$ cat src/rtl/alu_pipe.sv
// Handshaked ALU: single-cycle logic/arith/crypto ops, iterative mul/div.
// Define ALU_PIPE_DIV_EN to build the restoring divider.
module alu_pipe #(
    parameter int WIDTH = 16,
    parameter int SHW   = $clog2(WIDTH)
) (
    input  logic                 clk,
    input  logic                 rst,
    input  logic                 in_valid,
    output logic                 in_ready,
    input  logic [WIDTH-1:0]     a,
    input  logic [WIDTH-1:0]     b,
    input  logic [1:0]           mode,
    input  logic [2:0]           opcode,
    output logic                 out_valid,
    input  logic                 out_ready,
    output logic [2*WIDTH-1:0]   outALU,
    output logic                 eq,
    output logic                 err
);

    localparam int CW = $clog2(WIDTH + 1);
    localparam logic [WIDTH:0] ONE = 1;

    typedef enum logic [1:0] {
        IDLE,
        EXEC,
        DONE
    } state_t;

    state_t state, state_nxt;

    logic [CW-1:0]      cnt;
    logic [2*WIDTH-1:0] acc;
    logic [WIDTH-1:0]   opnd;
    logic [2*WIDTH-1:0] acc_nxt;
    logic [2*WIDTH-1:0] res;
    logic               res_err;
    logic               accept;
    logic               op_mul;
    logic               op_div;
    logic               go_exec;
    logic               last;
    logic [SHW-1:0]     sh;
    logic [2*WIDTH-1:0] rot2;
    logic [WIDTH-1:0]   g2b;
    logic [WIDTH-1:0]   rev;

    assign accept = in_valid && in_ready;
    assign op_mul = (mode == 2'b01) && (opcode == 3'b010);
    assign op_div = (mode == 2'b01) && (opcode == 3'b011);
    assign last   = (cnt == CW'(WIDTH - 1));
    assign sh     = b[SHW-1:0];
    assign rot2   = {a, a} << sh;

`ifdef ALU_PIPE_DIV_EN
    logic             div_op;
    logic [WIDTH:0]   shifted;
    logic [WIDTH:0]   diff;
    logic             ge;
    logic [WIDTH-1:0] rem_n;
    assign go_exec = op_mul || (op_div && (b != '0));
`else
    assign go_exec = op_mul;
`endif

    always_comb begin
        for (int i = 0; i < WIDTH; i++) begin
            g2b[i] = ^(a >> i);
            rev[i] = a[WIDTH-1-i];
        end
    end

    always_comb begin
        res     = '0;
        res_err = 1'b0;
        unique case (mode)
            2'b00: begin
                case (opcode)
                    3'b000:  res[WIDTH-1:0] = a & b;
                    3'b001:  res[WIDTH-1:0] = a | b;
                    3'b010:  res[WIDTH-1:0] = a ^ b;
                    3'b011:  res[WIDTH-1:0] = ~a;
                    3'b100:  res[WIDTH-1:0] = ~(a & b);
                    3'b101:  res[WIDTH-1:0] = ~(a | b);
                    3'b110:  res[WIDTH-1:0] = ~(a ^ b);
                    default: res[1:0] = {a > b, a < b};
                endcase
            end
            2'b01: begin
                case (opcode)
                    3'b000:  res[WIDTH:0] = {1'b0, a} + {1'b0, b};
                    3'b001:  res[WIDTH:0] = {1'b0, a} - {1'b0, b};
                    3'b100:  res[WIDTH:0] = {1'b0, a} + ONE;
                    3'b101:  res[WIDTH:0] = {1'b0, a} - ONE;
                    3'b110:  res[WIDTH-1:0] = a << sh;
                    3'b111:  res[WIDTH-1:0] = a >> sh;
                    3'b011: begin
`ifdef ALU_PIPE_DIV_EN
                        res = {a, {WIDTH{1'b1}}};
`endif
                        res_err = 1'b1;
                    end
                    default: res = '0;
                endcase
            end
            2'b10: begin
                case (opcode)
                    3'b000:  res[WIDTH-1:0] = a ^ (a >> 1);
                    3'b001:  res[WIDTH-1:0] = g2b;
                    3'b010:  res[WIDTH-1:0] = rev;
                    3'b011:  res[WIDTH-1:0] = rot2[2*WIDTH-1:WIDTH];
                    default: res_err = 1'b1;
                endcase
            end
            default: res_err = 1'b1;
        endcase
    end

    // Multiply keeps {partial product, remaining multiplier} in acc;
    // divide keeps {remainder, quotient-so-far} in the same register.
    logic [WIDTH:0]     hi_sum;
    logic [2*WIDTH-1:0] mul_nxt;
    assign hi_sum  = {1'b0, acc[2*WIDTH-1:WIDTH]}
                   + (acc[0] ? {1'b0, opnd} : '0);
    assign mul_nxt = {hi_sum, acc[WIDTH-1:1]};

`ifdef ALU_PIPE_DIV_EN
    assign shifted = {acc[2*WIDTH-1:WIDTH], acc[WIDTH-1]};
    assign ge      = (shifted >= {1'b0, opnd});
    assign diff    = shifted - {1'b0, opnd};
    assign rem_n   = ge ? diff[WIDTH-1:0] : shifted[WIDTH-1:0];
    assign acc_nxt = div_op ? {rem_n, acc[WIDTH-2:0], ge} : mul_nxt;
`else
    assign acc_nxt = mul_nxt;
`endif

    always_ff @(posedge clk or posedge rst) begin
        if (rst) begin
            state <= IDLE;
        end else begin
            state <= state_nxt;
        end
    end

    always_comb begin
        state_nxt = state;
        unique case (state)
            IDLE: begin
                if (accept) begin
                    state_nxt = go_exec ? EXEC : DONE;
                end
            end
            EXEC: begin
                if (last) begin
                    state_nxt = DONE;
                end
            end
            DONE: begin
                if (out_ready) begin
                    state_nxt = IDLE;
                end
            end
            default: state_nxt = IDLE;
        endcase
    end

    always_ff @(posedge clk or posedge rst) begin
        if (rst) begin
            cnt    <= '0;
            acc    <= '0;
            opnd   <= '0;
            outALU <= '0;
            eq     <= 1'b0;
            err    <= 1'b0;
`ifdef ALU_PIPE_DIV_EN
            div_op <= 1'b0;
`endif
        end else if (accept) begin
            eq  <= (a == b);
            cnt <= '0;
            if (go_exec) begin
                err <= 1'b0;
`ifdef ALU_PIPE_DIV_EN
                div_op <= op_div;
                acc    <= {{WIDTH{1'b0}}, op_div ? a : b};
                opnd   <= op_div ? b : a;
`else
                acc    <= {{WIDTH{1'b0}}, b};
                opnd   <= a;
`endif
            end else begin
                outALU <= res;
                err    <= res_err;
            end
        end else if (state == EXEC) begin
            acc <= acc_nxt;
            cnt <= cnt + 1'b1;
            if (last) begin
                outALU <= acc_nxt;
            end
        end
    end

    assign in_ready  = (state == IDLE);
    assign out_valid = (state == DONE);

endmodule

$ cat config.mk
export PLATFORM = sky130hd
export DESIGN_NAME = alu_pipe
export DESIGN_NICKNAME = d
export VERILOG_FILES = /design/src/rtl/alu_pipe.sv
export SDC_FILE = /design/constraint.sdc
export NUM_CORES = 1
export LEC_CHECK = 0
export ABC_CLOCK_PERIOD_IN_PS = 3720
export CORE_MARGIN = 2
export CORE_UTILIZATION = 40
export CTS_BUF_LIST = sky130_fd_sc_hd__clkbuf_4
export DETAILED_ROUTE_END_ITERATION = 10
export DONT_BUFFER_PORTS = 1
export PLACE_DENSITY = 0.56
export REMOVE_ABC_BUFFERS = 1
export SYNTH_ARGS = -nofsm -noshare
export SYNTH_HDL_FRONTEND = slang
export SYNTH_SLANG_ARGS = --single-unit
$ cat constraint.sdc
create_clock -name clk -period 3.72 [get_ports clk]
set_clock_uncertainty 0.2 [all_clocks]
set_input_delay 0.744 -clock clk [delete_from_list [all_inputs] [get_ports clk]]
set_output_delay 0.744 -clock clk [all_outputs]
set_load 0.05 [all_outputs]
==> Word-level counts from Yosys, hierarchy flattened <==
Cells that the tools add are included.
{ "word_totals": {"input_bits": 41, "register_bits": 89} }
{ "classes": {"n_mux": 26, "shift": 3, "n_lt_le_gt_ge": 2, "eq_ne": 18, "add_sub_neg": 6, "n_bitwise": 8, "n_reduce_logical": 28} }
{ "ops": {"columns": ["operator", "n"], "rows": [
  ["$reduce_xor 16->1", 16],
  ["$mux 32", 7],
  ["$pmux 14 s7", 1],
  ["$pmux 16 s6", 1],
  ["$not 16->16", 4],
  ["$pmux 16 s4", 1],
  ["$pmux 16 s3", 1],
  ["$add 16x16->17", 2],
  ["$shl 32x4->32", 1],
  ["$add 16x1->17 const B", 1],
  ["$sub 16x1->17 const B", 1],
  ["$sub 16x16->17", 1],
  ["$and 16x16->16", 1],
  ["$eq 16x16->1", 1],
  ["$gt 16x16->1", 1],
  ["$lt 16x16->1", 1],
  ["$mux 16", 1],
  ["$or 16x16->16", 1],
  ["$shl 16x4->16", 1],
  ["$shr 16x4->16", 1],
  ["$xor 16x15->16", 1],
  ["$xor 16x16->16", 1],
  ["$pmux 2 s7", 1],
  ["$eq 3x3->1 const B", 4],
  ["other kinds (21)", 39]
]} }

==> Longest topological paths before layout <==
Gate-level depths: netlist of the first run.
{ "depth": {"depth_word": 6, "depth_mapped": 13, "mapped_depth_nobuf": 12} }

==> Worst setup path before layout of the first run <==
OpenSTA, ideal clock, no wires.
{ "synth_timing": {"path_type": "input-to-reg", "from": "input b[3]", "to": "register outALU[5]", "t_arrival_ns": 3.282, "path_stages": 13, "slack_ns": 0.107, "cell_sequence": "clkbuf_1 -> inv_1 -> clkbuf_1 -> ha_1 -> buf_2 -> nor3_1 -> o21ai_0 -> and2_1 -> a221o_1 -> a211oi_1 -> o221ai_1 -> a21oi_1 -> o21ai_1"} }
{ "synth_via": {"elab_chain_len": 5, "word_cells_on_any_way": 10, "cone_classes": "2 x add/sub; 3 x shift; 5 x mux"} }
{ "synth_lines": {"columns": ["item", "line_no", "source"], "rows": [
  ["start, declared", "12", "input logic [WIDTH-1:0] b,"],
  ["$sub 16x16->17, or another cell as far along", "93", "3'b001: res[WIDTH:0] = {1'b0, a} - {1'b0, b};"],
  ["$pmux 16 s6 or $pmux 16 s4 (tied branches)", "91, 108", null],
  ["$pmux 16 s3 (*)", "77", "unique case (mode)"],
  ["$mux 32 (*)", "182", "if (go_exec) begin"],
  ["$mux 32 (*)", "179", "end else if (accept) begin"],
  ["end signal, assigned", "193", "outALU <= res;"],
  ["end signal, assigned", "200", "outALU <= acc_nxt;"],
  ["end, declared", "17", "output logic [2*WIDTH-1:0] outALU,"]
]} }
Every way passes the cells marked *; elsewhere a longest branch is shown, timed or not. The select of a mux whose other input is x is not followed.
A chain may end at the register's enable or synchronous reset.

==> Worst setup path in the final report of the first run <==
{ "layout_timing": {"from": "register opnd[0]", "to": "register acc[31]"} }
{ "layout_via": {"elab_chain_len": 4} }
{ "layout_lines": {"columns": ["item", "line_no", "source"], "rows": [
  ["start, declared", "35", "logic [WIDTH-1:0] opnd;"],
  ["start signal, assigned", "172", "opnd <= '0;"],
  ["start signal, assigned", "190", "opnd <= a;"],
  ["$mux 16", "125", "+ (acc[0] ? {1'b0, opnd} : '0);"],
  ["$add 16x16->17", "125", null],
  ["$mux 32", "196", "end else if (state == EXEC) begin"],
  ["$mux 32", "179", null],
  ["end signal, assigned", "189", "acc <= {{WIDTH{1'b0}}, b};"],
  ["end signal, assigned", "197", "acc <= acc_nxt;"],
  ["end, declared", "34", "logic [2*WIDTH-1:0] acc;"]
]} }
No other way between the ends. The select of a mux whose other input is x is not followed.

==> results of run 1 <==
Yosys cell counts, types with 11 or more instances:
library cell,n
sky130_fd_sc_hd__a211oi_1,11
sky130_fd_sc_hd__a21o_1,11
sky130_fd_sc_hd__a21oi_1,84
sky130_fd_sc_hd__a22o_1,12
sky130_fd_sc_hd__a22oi_1,21
sky130_fd_sc_hd__a31oi_1,30
sky130_fd_sc_hd__and2_1,27
sky130_fd_sc_hd__buf_2,33
sky130_fd_sc_hd__clkbuf_1,63
sky130_fd_sc_hd__dfrtp_1,89
sky130_fd_sc_hd__ha_1,107
sky130_fd_sc_hd__inv_1,61
sky130_fd_sc_hd__mux2i_1,37
sky130_fd_sc_hd__mux4_2,21
sky130_fd_sc_hd__nand2_1,191
sky130_fd_sc_hd__nand2b_1,19
sky130_fd_sc_hd__nand3_1,23
sky130_fd_sc_hd__nor2_1,136
sky130_fd_sc_hd__nor2b_1,15
sky130_fd_sc_hd__nor3_1,23
sky130_fd_sc_hd__o211ai_1,15
sky130_fd_sc_hd__o21ai_0,98
sky130_fd_sc_hd__o21ai_1,12
sky130_fd_sc_hd__o221ai_1,14
sky130_fd_sc_hd__o22ai_1,33
sky130_fd_sc_hd__xnor2_1,48
sky130_fd_sc_hd__xor2_1,15
how the worst max path moves through the flow:
stage,to,from,depth (start not counted)
after floorplan,outALU[7]$_DFFE_PP0P_,state[1]$_DFFE_PP0P_,8
after global placement,outALU[11]$_DFFE_PP0P_,a[1],10
after detailed placement,outALU[16]$_DFFE_PP0P_,a[4],11
after CTS,acc[31]$_DFFE_PP0P_,opnd[0]$_DFFE_PP0P_,11
after global routing,acc[31]$_DFFE_PP0P_,acc[0]$_DFFE_PP0P_,11
final,acc[31]$_DFFE_PP0P_,opnd[0]$_DFFE_PP0P_,11
metal layers:
layer | vias up | wire length (µm)
met3 | 107 | 3510
met4 | 0 | 2330
li1 | 5195 | -
met2 | 629 | 22100
met1 | 5508 | 20800
met5 | - | 0
critical path, stage by stage, from the launching register on:
cell,delay [ps]
sky130_fd_sc_hd__dfrtp_1,490
sky130_fd_sc_hd__and2_1,180
sky130_fd_sc_hd__ha_1,200
sky130_fd_sc_hd__fa_1,440
sky130_fd_sc_hd__a21oi_1,230
sky130_fd_sc_hd__o22ai_1,150
sky130_fd_sc_hd__nand2b_1,190
sky130_fd_sc_hd__a221oi_2,300
sky130_fd_sc_hd__o21ai_1,170
sky130_fd_sc_hd__a31o_1,270
sky130_fd_sc_hd__a211oi_1,330
sky130_fd_sc_hd__o31ai_1,120
placed cells by master (no fill, tap or decap), types with 5 or more instances in the layout:
cell type,Yosys,layout
sky130_fd_sc_hd__nand2_1,191,191
sky130_fd_sc_hd__nor2_1,136,136
sky130_fd_sc_hd__ha_1,107,107
sky130_fd_sc_hd__o21ai_0,98,97
sky130_fd_sc_hd__dfrtp_1,89,89
sky130_fd_sc_hd__a21oi_1,84,84
sky130_fd_sc_hd__buf_4,2,80
sky130_fd_sc_hd__inv_1,61,60
sky130_fd_sc_hd__xnor2_1,48,48
sky130_fd_sc_hd__mux2i_1,37,37
sky130_fd_sc_hd__o22ai_1,33,33
sky130_fd_sc_hd__a31oi_1,30,30
sky130_fd_sc_hd__and2_1,27,27
sky130_fd_sc_hd__nand3_1,23,23
sky130_fd_sc_hd__nor3_1,23,22
sky130_fd_sc_hd__mux4_2,21,21
sky130_fd_sc_hd__a22oi_1,21,21
sky130_fd_sc_hd__nand2b_1,19,19
sky130_fd_sc_hd__nor2b_1,15,15
sky130_fd_sc_hd__o211ai_1,15,15
sky130_fd_sc_hd__xor2_1,15,15
sky130_fd_sc_hd__o221ai_1,14,14
sky130_fd_sc_hd__o21ai_1,12,12
sky130_fd_sc_hd__a22o_1,12,12
sky130_fd_sc_hd__a21o_1,11,11
sky130_fd_sc_hd__a211oi_1,11,11
sky130_fd_sc_hd__mux2_2,10,10
sky130_fd_sc_hd__and3_1,9,9
sky130_fd_sc_hd__a221oi_1,10,9
sky130_fd_sc_hd__clkbuf_4,0,9
sky130_fd_sc_hd__nand4_1,8,8
sky130_fd_sc_hd__o31ai_1,8,8
sky130_fd_sc_hd__o211a_1,5,5
sky130_fd_sc_hd__o21a_1,5,5
sky130_fd_sc_hd__a21boi_0,5,5
sky130_fd_sc_hd__a32oi_1,5,5
area by class of cell:
| class | count | share of cell area (%) |
|---|---|---|
| Clock inverter | 7 | 0.843 |
| Clock buffer | 9 | 0.562 |
| Timing Repair Buffer | 80 | 5.00 |
| Tap cell | 378 | 3.94 |
| Sequential cell | 89 | 18.5 |
| Inverter | 65 | 2.05 |
| Multi-Input combinational cell | 1175 | 69.1 |
| Antenna cell | 1 | 0.0208 |
metrics by stage:
stage / total power [W] / setup TNS [ps] / area [µm²]
3_5_place_dp: 0.00323 / 0 / 11800
4_1_cts: 0.00388 / 0 / 12000
3_3_place_gp: 0.00323 / 0 / 11800
2_1_floorplan: 0.00267 / -10240 / 10800
5_1_grt: 0.00411 / 0 / 12000
6_report: 0.00390 / 0 / 12000
where the power goes:
group / internal, W / leakage (nW) / switching (W) / total, W
clock: 0.000280 / 0.0901 / 0.000366 / 0.000646
combinational: 0.000658 / 3.96 / 0.000995 / 0.00165
sequential: 0.00114 / 1.15 / 0.000454 / 0.00160
total: 0.00208 / 5.20 / 0.00181 / 0.00390
flip-flops by register name (all words and copies together) (netlist names):
| signal | count |
|---|---|
| outALU | 32 |
| state | 2 |
| cnt | 5 |
| acc | 32 |
| opnd | 16 |
| err | 1 |
| eq | 1 |
cell families (layout without fill, tap and decap cells):
family,after synthesis,in the layout,share of synthesized area [%]
other cells,0,1,0
mux,69,69,8.66
buf+inv,171,161,6.29
fa+ha+maj,110,110,12.5
flops,89,89,19.9
compound gates,445,445,27.0
simple gates,483,483,19.8
xor+xnor,68,68,5.92
==> reports/qor_table.md, run 1 <==
| Step | Result | This run |
| --- | --- | --- |
| clocking | Clock Path Buffers | 2 |
| global routing | Overflow left after global routing | 0 |
| synthesis | Mean area per synthesized cell | 7.82 µm² |
| synthesis | Number of synthesized register bits | 89 |
| clocking | Setup Fix Bufs, Post-CTS | 0 |
| global routing | First-pass GRT wire length | 71.2 mm |
| final layout | Share of post-route cells with drive strength above 1 | 11.2% |
| critical path | Kind of start point of the critical path | flop |
| critical path | Cell count of the worst reg-to-reg path | 11 |
| final layout | Sequential cell area in the final layout | 2230 µm² |
| detailed routing | Number of remaining DRC errors | 0 |
| placed design | Buffers on Ports | 0 |
| power | Peak VDD IR | 0.161 mV |
| floorplan | Y dimension of the die | 171 µm |
| synthesis | Post-Syn Instances | 1,435 |
| global routing | Top Usage Layer GRT | met2 |
| placed design | DP Wirelength | 37.5 mm |
| sta | Period utilization | 91.6% |
| synthesis | Sequential area share after synthesis | 19.9% |
| sta | Final Max Tran Viols | 0 |
| sta | Top achievable clock speed | 294 MHz |
| clocking | Count of cells resized by post-cts repair | 0 |
| sta | Count of endpoints failing hold in the final timing report | 0 |
| clocking | Number of CTS-inserted buffers | 9 |
| worst hold path | Worst hold-check path type | input port to asynchronous set/reset pin |
| status | Result of the run | finished, final reports clean |
| critical path | R2R setup slack | 310 ps |
| global routing | Maximum number of pins on one net before global-route repair | 78 |
| detailed routing | Drt first pass iters | 8 |
| final layout | Area delta synth->final | 7.14% |
| critical path | Worst R2R End | acc[31]$_DFFE_PP0P_ |
| critical path | Signal arrival time at the worst endpoint | 3520 ps |
| final layout | Utilization of the core after routing | 43.4% |
| clocking | Sinks on the clock net | 89 |
| detailed routing | Number of antenna-violating nets in the routed design | 0 |
| global routing | Vias in the first global route | 10,600 |
| detailed routing | Vias per cell | 6.34 |
| placed design | Final weighted congestion of routability-driven global placement | 1.09 |
| sta | Unrepaired setup endpoints after global routing | no |
| placed design | # placed instances | 1,787 |
| synthesis | Post-synth top area share | 19.9% |
| global routing | Global routing usage on met1 | 45.0% |
| synthesis | Number of distinct standard cells referenced by the synthesized netlist | 95 |
| detailed routing | Detailed-route wire length per cell | 27.0 µm |
| sta | Final hold slack | 112 ps |
| global routing | GR met2 Demand/Resource | 52.9% |
| synthesis | Number of warnings reported in the yosys synthesis log | 0 |
| sta | Worst slew margin relative to its limit | 33.7% |
| final layout | Total area of multi-input combinational cells | 8300 µm² |
| detailed routing | Starting DRC count in detailed routing | 1,436 |
| clocking | Skew-Pair Late Insertion Delay | 460 ps |
| synthesis | Mapped Area | 11,200 µm² |
| final layout | Final-stage net count | 1,571 |
| synthesis | Top area cells in the synthesized netlist | sky130_fd_sc_hd__dfrtp_1 (20%), sky130_fd_sc_hd__ha_1 (12%), sky130_fd_sc_hd__nand2_1 (6.4%) |
| floorplan | Die area | 29,400 µm² |
| floorplan | Initial standard-cell utilization of the core | 40.5% |
| sta | Slew at the pin closest to its max-slew limit | 992 ps |
| floorplan | Number of I/O pins | 77 |
| detailed routing | WL final | 48.7 mm |
| clocking | Clock transition time at the flip-flop clock pins of the worst setup and hold paths | 160 ps |
| critical path | Maximum fanout along the worst path | 2 |
| final layout | Fill cell instance count of the final layout | 2,838 |
| detailed routing | Via count | 11,400 |
| clocking | Level count of the clock H-tree | 3 |
| critical path | Reg-to-reg critical path startpoint | opnd[0]$_DFFE_PP0P_ |
| critical path | Crit path capture type | flop |
| synthesis | Leading area contributor after synthesis | sky130_fd_sc_hd__dfrtp_1 |
| clocking | Number of hold-repair buffers added at the cts stage | 0 |
| final layout | Fin cells | 1,804 |
| sta | Final worst setup slack | 313 ps |
| sta | Final number of setup-violating endpoints | 0 |
| floorplan | DIE WIDTH | 171 µm |
| flow run | Max-capacitance violation count | 0 |
| global routing | Total global-route track usage | 33.0% |
| clocking | TritonCTS clock tree | done |
| placed design | Setup WS pre-CTS | 72.1 ps |
| synthesis | Most used flip-flop cell after synthesis | sky130_fd_sc_hd__dfrtp_1 |
| synthesis | Post-synth EDFFs | 0 |
| power | Cell area power density | 324 nW/µm² |
| floorplan | Core Rows | 61 |
| synthesis | Share of synthesized registers carrying an async set or reset | 100% |
| floorplan | CORE AREA | 27,700 µm² |
| clocking | Clk root buf | sky130_fd_sc_hd__clkbuf_4 |
| power | Leakage component of the power | 5.20 nW |
| critical path | Crit path required time | 3830 ps |
| sta | Final period demand of the worst path | 3410 ps |
| critical path | Critical path class | flop to flop |
| global routing | Antenna violations before repair | 1 |
| global routing | GR Util met3 | 2.72% |
Note: power is estimated with default switching activity, not from simulation.
==> run 2: changes to the inputs <==
- ABC_CLOCK_PERIOD_IN_PS: 3720 -> default
- CORE_ASPECT_RATIO: default -> 1.4
- GPL_TIMING_DRIVEN: default -> 0
==> reports/qor_table.md, run 2 (same netlist as run 1, synthesis figures left out) <==
| Step | Result | This run | Change |
| --- | --- | --- | --- |
| power | Peak VDD IR | 0.156 mV | -3.1% |
| power | Final total power | 0.00380 W | -2.4% |
| floorplan | CORE AREA | 27,700 µm² | -0.18% |
| power | Leakage component of the power | 4.86 nW | -6.6% |
| clocking | TritonCTS clock tree | done |  |
| sta | Top achievable clock speed | 273 MHz | -7.1% |
| detailed routing | Via count | 11,100 | -3.2% |
| sta | Final Max Tran Viols | 0 | unchanged |
| detailed routing | Drt first pass iters | 9 | +1 |
| sta | Unrepaired setup endpoints after global routing | no |  |
| detailed routing | WL final | 48.1 mm | -1.3% |
| critical path | Signal arrival time at the worst endpoint | 3820 ps | +300 ps |
| worst hold path | Worst hold-check path type | input port to flop |  |
| placed design | Buffers on Ports | 0 | unchanged |
| final layout | Utilization of the core after routing | 41.8% | -1.5 points |
| sta | Period utilization | 98.6% | +7.0 points |
| clocking | Clock transition time at the flip-flop clock pins of the worst setup and hold paths | 170 ps | about the same |
| sta | Final period demand of the worst path | 3670 ps | +262 ps |
| clocking | Sinks on the clock net | 89 | unchanged |
| critical path | Crit path capture type | flop |  |
| sta | Final hold slack | 152 ps | +39.7 ps |
| detailed routing | Starting DRC count in detailed routing | 1,135 | -21% |
| critical path | Crit path required time | 3880 ps | +50 ps |
| floorplan | Core Rows | 72 | +18% |
| critical path | Maximum fanout along the worst path | 41 | +39 |
| global routing | First-pass GRT wire length | 70.5 mm | -0.97% |
| final layout | Area delta synth->final | 3.16% |  |
| sta | Slew at the pin closest to its max-slew limit | 1080 ps | +89.2 ps |
| global routing | Antenna violations before repair | 1 | unchanged |
| final layout | Total area of multi-input combinational cells | 8380 µm² | +0.93% |
| flow run | Max-capacitance violation count | 0 | unchanged |
| global routing | Vias in the first global route | 10,500 | -0.83% |
| floorplan | Number of I/O pins | 77 | unchanged |
| power | Cell area power density | 329 nW/µm² | +1.4% |
| detailed routing | Vias per cell | 6.43 | +1.4% |
| detailed routing | Number of remaining DRC errors | 0 | unchanged |
| final layout | Most frequent cells in the layout | sky130_fd_sc_hd__nand2_1 (188), sky130_fd_sc_hd__nor2_1 (134), sky130_fd_sc_hd__ha_1 (105) |  |
| floorplan | Initial standard-cell utilization of the core | 40.6% | +0.071 points |
| final layout | Sequential cell area in the final layout | 2230 µm² | about the same |
| sta | Final number of setup-violating endpoints | 0 | unchanged |
| clocking | Clk root buf | sky130_fd_sc_hd__clkbuf_4 |  |
| sta | Count of endpoints failing hold in the final timing report | 0 | unchanged |
| global routing | Overflow left after global routing | 0 | unchanged |
| floorplan | Y dimension of the die | 202 µm | +18% |
| sta | Final TNS setup | 0 ps | unchanged |
| final layout | Share of post-route cells with drive strength above 1 | 7.55% | -3.7 points |
| global routing | Maximum number of pins on one net before global-route repair | 78 | unchanged |
| detailed routing | Number of antenna-violating nets in the routed design | 0 | unchanged |
| final layout | Most common cell after layout, fill and taps aside | sky130_fd_sc_hd__nand2_1 |  |
| final layout | Biggest regs | acc x32, outALU x32, opnd x16 |  |
| clocking | Number of CTS-inserted buffers | 9 | unchanged |
| clocking | Skew-Pair Late Insertion Delay | 510 ps | +50 ps |
| status | Result of the run | finished, final reports clean |  |
| critical path | Kind of start point of the critical path | input port |  |
| global routing | Total global-route track usage | 32.0% | -0.95 points |
| floorplan | DIE WIDTH | 146 µm | -15% |
| clocking | Level count of the clock H-tree | 3 | unchanged |
| placed design | Final weighted congestion of routability-driven global placement | 1.02 | -6.2% |
| final layout | Fill cell instance count of the final layout | 2,860 | +0.78% |
| placed design | DP Wirelength | 36.1 mm | -3.7% |
| critical path | Critical path class | input port to flop |  |
| floorplan | Die area | 29,400 µm² | about the same |
| clocking | Setup Fix Bufs, Post-CTS | 0 | unchanged |
| detailed routing | Detailed-route wire length per cell | 27.9 µm | +3.4% |
| final layout | Final-stage net count | 1,497 | -4.7% |
| sta | Worst slew margin relative to its limit | 27.7% | -6.0 points |
| clocking | Clock Path Buffers | 2 | unchanged |
## run 2: cell count changes in the layout (fill, tap and decap cells not counted), sizes merged
cell         before  now
clkinvlp          0    2
o21ai           110  111
dlygate4sd3       0    1
buf              80    4
clkinv            5    3
## run 2: final timing paths
| check | endpoint | slack [ps] | start | cells past startpoint |
|---|---|---|---|---|
| max | outALU[5]$_DFFE_PP0P_ | 50 | b[3] | 10 |
| min | acc[11]$_DFFE_PP0P_ | 150 | b[11] | 2 |
| max reg2reg | outALU[14]$_DFFE_PP0P_ | 200 | state[1]$_DFFE_PP0P_ | 6 |
| min reg2reg | opnd[2]$_DFFE_PP0P_ | 290 | opnd[2]$_DFFE_PP0P_ | 2 |
| max in group asynchronous | acc[0]$_DFFE_PP0P_ | 2090 | rst | 3 |
| min in group asynchronous | outALU[13]$_DFFE_PP0P_ | 570 | rst | 2 |
## run 2: power breakdown
group          internal, W  switching, W  total, W  leakage, nW
clock network     0.000278      0.000367  0.000645       0.0873
registers          0.00114      0.000450   0.00159         1.15
logic             0.000600      0.000964   0.00156         3.62
total              0.00202       0.00178   0.00380         4.86
## run 2: critical path: stages
cell and delay (ps):
sky130_fd_sc_hd__clkinvlp_4 330, sky130_fd_sc_hd__ha_2 520, sky130_fd_sc_hd__nor3_1 340, sky130_fd_sc_hd__o21ai_0 280, sky130_fd_sc_hd__and2_1 270, sky130_fd_sc_hd__a221o_1 380
sky130_fd_sc_hd__a211oi_1 400, sky130_fd_sc_hd__o221ai_1 230, sky130_fd_sc_hd__a21oi_1 240, sky130_fd_sc_hd__o21ai_1 70
## run 2: layer usage
metal	global-route usage, %	wire length [µm]
met3	4.31	3070
met4	17.5	2910
met1	38.7	18900
met5	0	0
met2	55.0	23300
## run 2: cell type report
class | instances | area share (%)
Clock buffer | 9 | 0.584
Timing Repair Buffer | 5 | 0.714
Clock inverter | 7 | 0.854
Antenna cell | 1 | 0.0216
Multi-Input combinational cell | 1176 | 72.4
Sequential cell | 89 | 19.3
Inverter | 65 | 2.17
Tap cell | 370 | 4.00
## run 2: repair_timing
action / 4_1_cts / 5_1_grt
resized for setup: 13 / 5
cloned: 1 / 0
hold endpoints to repair: 45 / 0
pin swaps: 1 / 0
hold buffers: 1 / 0
setup endpoints to repair: 65 / 9
## run 2: through the flow
stage	instances	setup slack [ps]	cell area, µm²
2_1_floorplan	1329	-1020	10800
3_3_place_gp	1699	-4670	11200
3_5_place_dp	1703	-1790	11300
4_1_cts	1721	20.6	11600
5_1_grt	1722	28.7	11600
6_report	1722	51.2	11600
==> run 3: changes to the inputs <==
- SLEW_MARGIN: default -> 20
==> reports/qor_table.md, run 3 (same netlist as run 1, synthesis figures left out) <==
| Step | Result | This run | Change |
| --- | --- | --- | --- |
| critical path | Category of cells accounting for the largest share of critical-path delay | compound AO/OA/AOI/OAI gates |  |
| floorplan | CORE AREA | 27,700 µm² | unchanged |
| critical path | Largest stage delay on the critical path | 530 ps | about the same |
| critical path | Count of buffer and inverter cells on the critical path | 1 | unchanged |
| worst hold path | Worst hold-check path type | input port to flop |  |
| critical path | Signal arrival time at the worst endpoint | 3790 ps | -30 ps |
| sta | Unrepaired setup endpoints after global routing | no |  |
| clocking | Clock Path Buffers | 2 | unchanged |
| global routing | Antenna violations before repair | 1 | unchanged |
| global routing | Total global-route track usage | 31.9% | -0.093 points |
| floorplan | DIE WIDTH | 146 µm | unchanged |
| clocking | Clk root buf | sky130_fd_sc_hd__clkbuf_4 |  |
| clocking | Number of CTS-inserted buffers | 9 | unchanged |
| placed design | DP Wirelength | 36.2 mm | +0.16% |
| critical path | Kind of start point of the critical path | input port |  |
| sta | Period utilization | 98.0% | -0.64 points |
| global routing | First-pass GRT wire length | 70.3 mm | -0.23% |
| clocking | TritonCTS clock tree | done |  |
| floorplan | Die area | 29,400 µm² | unchanged |
| clocking | Setup Fix Bufs, Post-CTS | 0 | unchanged |
| sta | Worst slew margin relative to its limit | 26.4% | -1.3 points |
| detailed routing | Starting DRC count in detailed routing | 1,090 | -4.0% |
| final layout | Most common cell after layout, fill and taps aside | sky130_fd_sc_hd__nand2_1 |  |
| detailed routing | Via count | 11,000 | -0.51% |
| global routing | Maximum number of pins on one net before global-route repair | 78 | unchanged |
| final layout | Share of post-route cells with drive strength above 1 | 7.68% | +0.13 points |
| sta | Slew at the pin closest to its max-slew limit | 1100 ps | +18.8 ps |
| global routing | Overflow left after global routing | 0 | unchanged |
| detailed routing | Number of antenna-violating nets in the routed design | 0 | unchanged |
| final layout | Area delta synth->final | 3.36% |  |
| sta | Top achievable clock speed | 274 MHz | +0.65% |
| clocking | Level count of the clock H-tree | 3 | unchanged |
| power | Peak VDD IR | 0.144 mV | -7.6% |
| global routing | Vias in the first global route | 10,500 | -0.78% |
| sta | Final period demand of the worst path | 3650 ps | -23.7 ps |
| placed design | Buffers on Ports | 0 | unchanged |
| detailed routing | Number of remaining DRC errors | 0 | unchanged |
| critical path | Cell Chain, Critical Path | clkinvlp_4, ha_2, nor3_1, o21ai_0, and2_1, a221o_1, a211oi_1, o221ai_1, a21oi_1, o21ai_1 |  |
| floorplan | Y dimension of the die | 202 µm | unchanged |
| placed design | Final weighted congestion of routability-driven global placement | 1.02 | unchanged |
| critical path | Critical path class | input port to flop |  |
| power | Leakage component of the power | 4.87 nW | +0.25% |
| power | Cell area power density | 326 nW/µm² | -0.96% |
| clocking | Clock transition time at the flip-flop clock pins of the worst setup and hold paths | 180 ps | about the same |
| placed design | Post-place instance area | 11,400 µm² | +0.51% |
| detailed routing | Drt first pass iters | 6 | -3 |
| final layout | Most frequent cells in the layout | sky130_fd_sc_hd__nand2_1 (188), sky130_fd_sc_hd__nor2_1 (134), sky130_fd_sc_hd__ha_1 (105) |  |
| clocking | Skew-Pair Late Insertion Delay | 510 ps | about the same |
| sta | Final Max Tran Viols | 0 | unchanged |
| status | Result of the run | finished, final reports clean |  |
| flow run | Max-capacitance violation count | 0 | unchanged |
| sta | Final number of setup-violating endpoints | 0 | unchanged |
| final layout | Non-Filler Cell Area, Final | 11,600 µm² | +0.19% |
| sta | Count of endpoints failing hold in the final timing report | 0 | unchanged |
| critical path | Library cell contributing the largest single delay on the critical path | sky130_fd_sc_hd__ha_2 |  |
| floorplan | Initial standard-cell utilization of the core | 40.6% | unchanged |
| floorplan | Core Rows | 72 | unchanged |
| critical path | Maximum fanout along the worst path | 41 | unchanged |
| final layout | Biggest regs | acc x32, outALU x32, opnd x16 |  |
| detailed routing | Vias per cell | 6.38 | -0.68% |
| detailed routing | Detailed-route wire length per cell | 28.0 µm | about the same |
| clocking | Sinks on the clock net | 89 | unchanged |
| floorplan | Number of I/O pins | 77 | unchanged |
| detailed routing | WL final | 48.2 mm | +0.18% |
| final layout | Final-stage net count | 1,500 | +0.20% |
| sta | Final TNS setup | 0 ps | unchanged |
| critical path | Crit path capture type | flop |  |
| final layout | Utilization of the core after routing | 41.9% | +0.081 points |
| critical path | Crit path required time | 3870 ps | about the same |
[run 3: final timing paths]
check | to | cells past startpoint | startpoint | slack, ps
max in group asynchronous | acc[0]$_DFFE_PP0P_ | 3 | rst | 2090
max reg2reg | acc[31]$_DFFE_PP0P_ | 11 | acc[0]$_DFFE_PP0P_ | 180
max | outALU[5]$_DFFE_PP0P_ | 10 | b[3] | 70
min in group asynchronous | outALU[13]$_DFFE_PP0P_ | 2 | rst | 560
min reg2reg | opnd[2]$_DFFE_PP0P_ | 2 | opnd[2]$_DFFE_PP0P_ | 290
min | acc[14]$_DFFE_PP0P_ | 2 | b[14] | 150
[run 3: power breakdown]
part	switching, W	internal [W]	leakage, nW
Sequential	0.000450	0.00114	1.15
Combinational	0.000963	0.000608	3.65
Clock	0.000391	0.000218	0.0770
[run 3: stage by stage]
step	cells	hold WS [ps]	worst slack [ps]	power, W
5_1_grt	1725	127	5.43	0.00397
3_5_place_dp	1707	262	-888	0.00315
6_report	1725	150	74.9	0.00377
4_1_cts	1724	98.2	20.5	0.00377
3_3_place_gp	1699	254	-4670	0.00311
2_1_floorplan	1329	242	-1020	0.00267
[run 3: area by class of cell]
| class | count | area (µm²) |
|---|---|---|
| Tap cell | 370 | 463 |
| Timing Repair Buffer | 9 | 133 |
| Fill cell | 2869 | 16100 |
| Antenna cell | 1 | 2.50 |
| Inverter | 65 | 251 |
| Multi-Input combinational cell | 1175 | 8360 |
| Clock buffer | 9 | 67.6 |
| Clock inverter | 7 | 85.1 |
| Sequential cell | 89 | 2230 |
[run 3: worst reg2reg max path, delay by kind of cell (launching register included)]
kind / cells / cell delay, ps
AO/OA/AOI/OAI: 7 / 1640
AND/OR/NAND/NOR: 2 / 410
adder cells (fa/ha/maj): 2 / 650
flip-flops: 1 / 540
[run 3: what timing repair did]
item | 4_1_cts | 5_1_grt
resized for setup | 7 | 6
hold endpoints to repair | 45 | 0
pin swaps | 0 | 0
gates cloned | 0 | 0
endpoints found under the setup margin | 37 | 11
hold buffers | 1 | 0
[run 3: per-layer routing]
metal  wire (µm)  GRT usage, %
met1       19000          38.7
met2       23300          54.6
met3        2880          3.97
met4        2980          18.1
met5           0             0
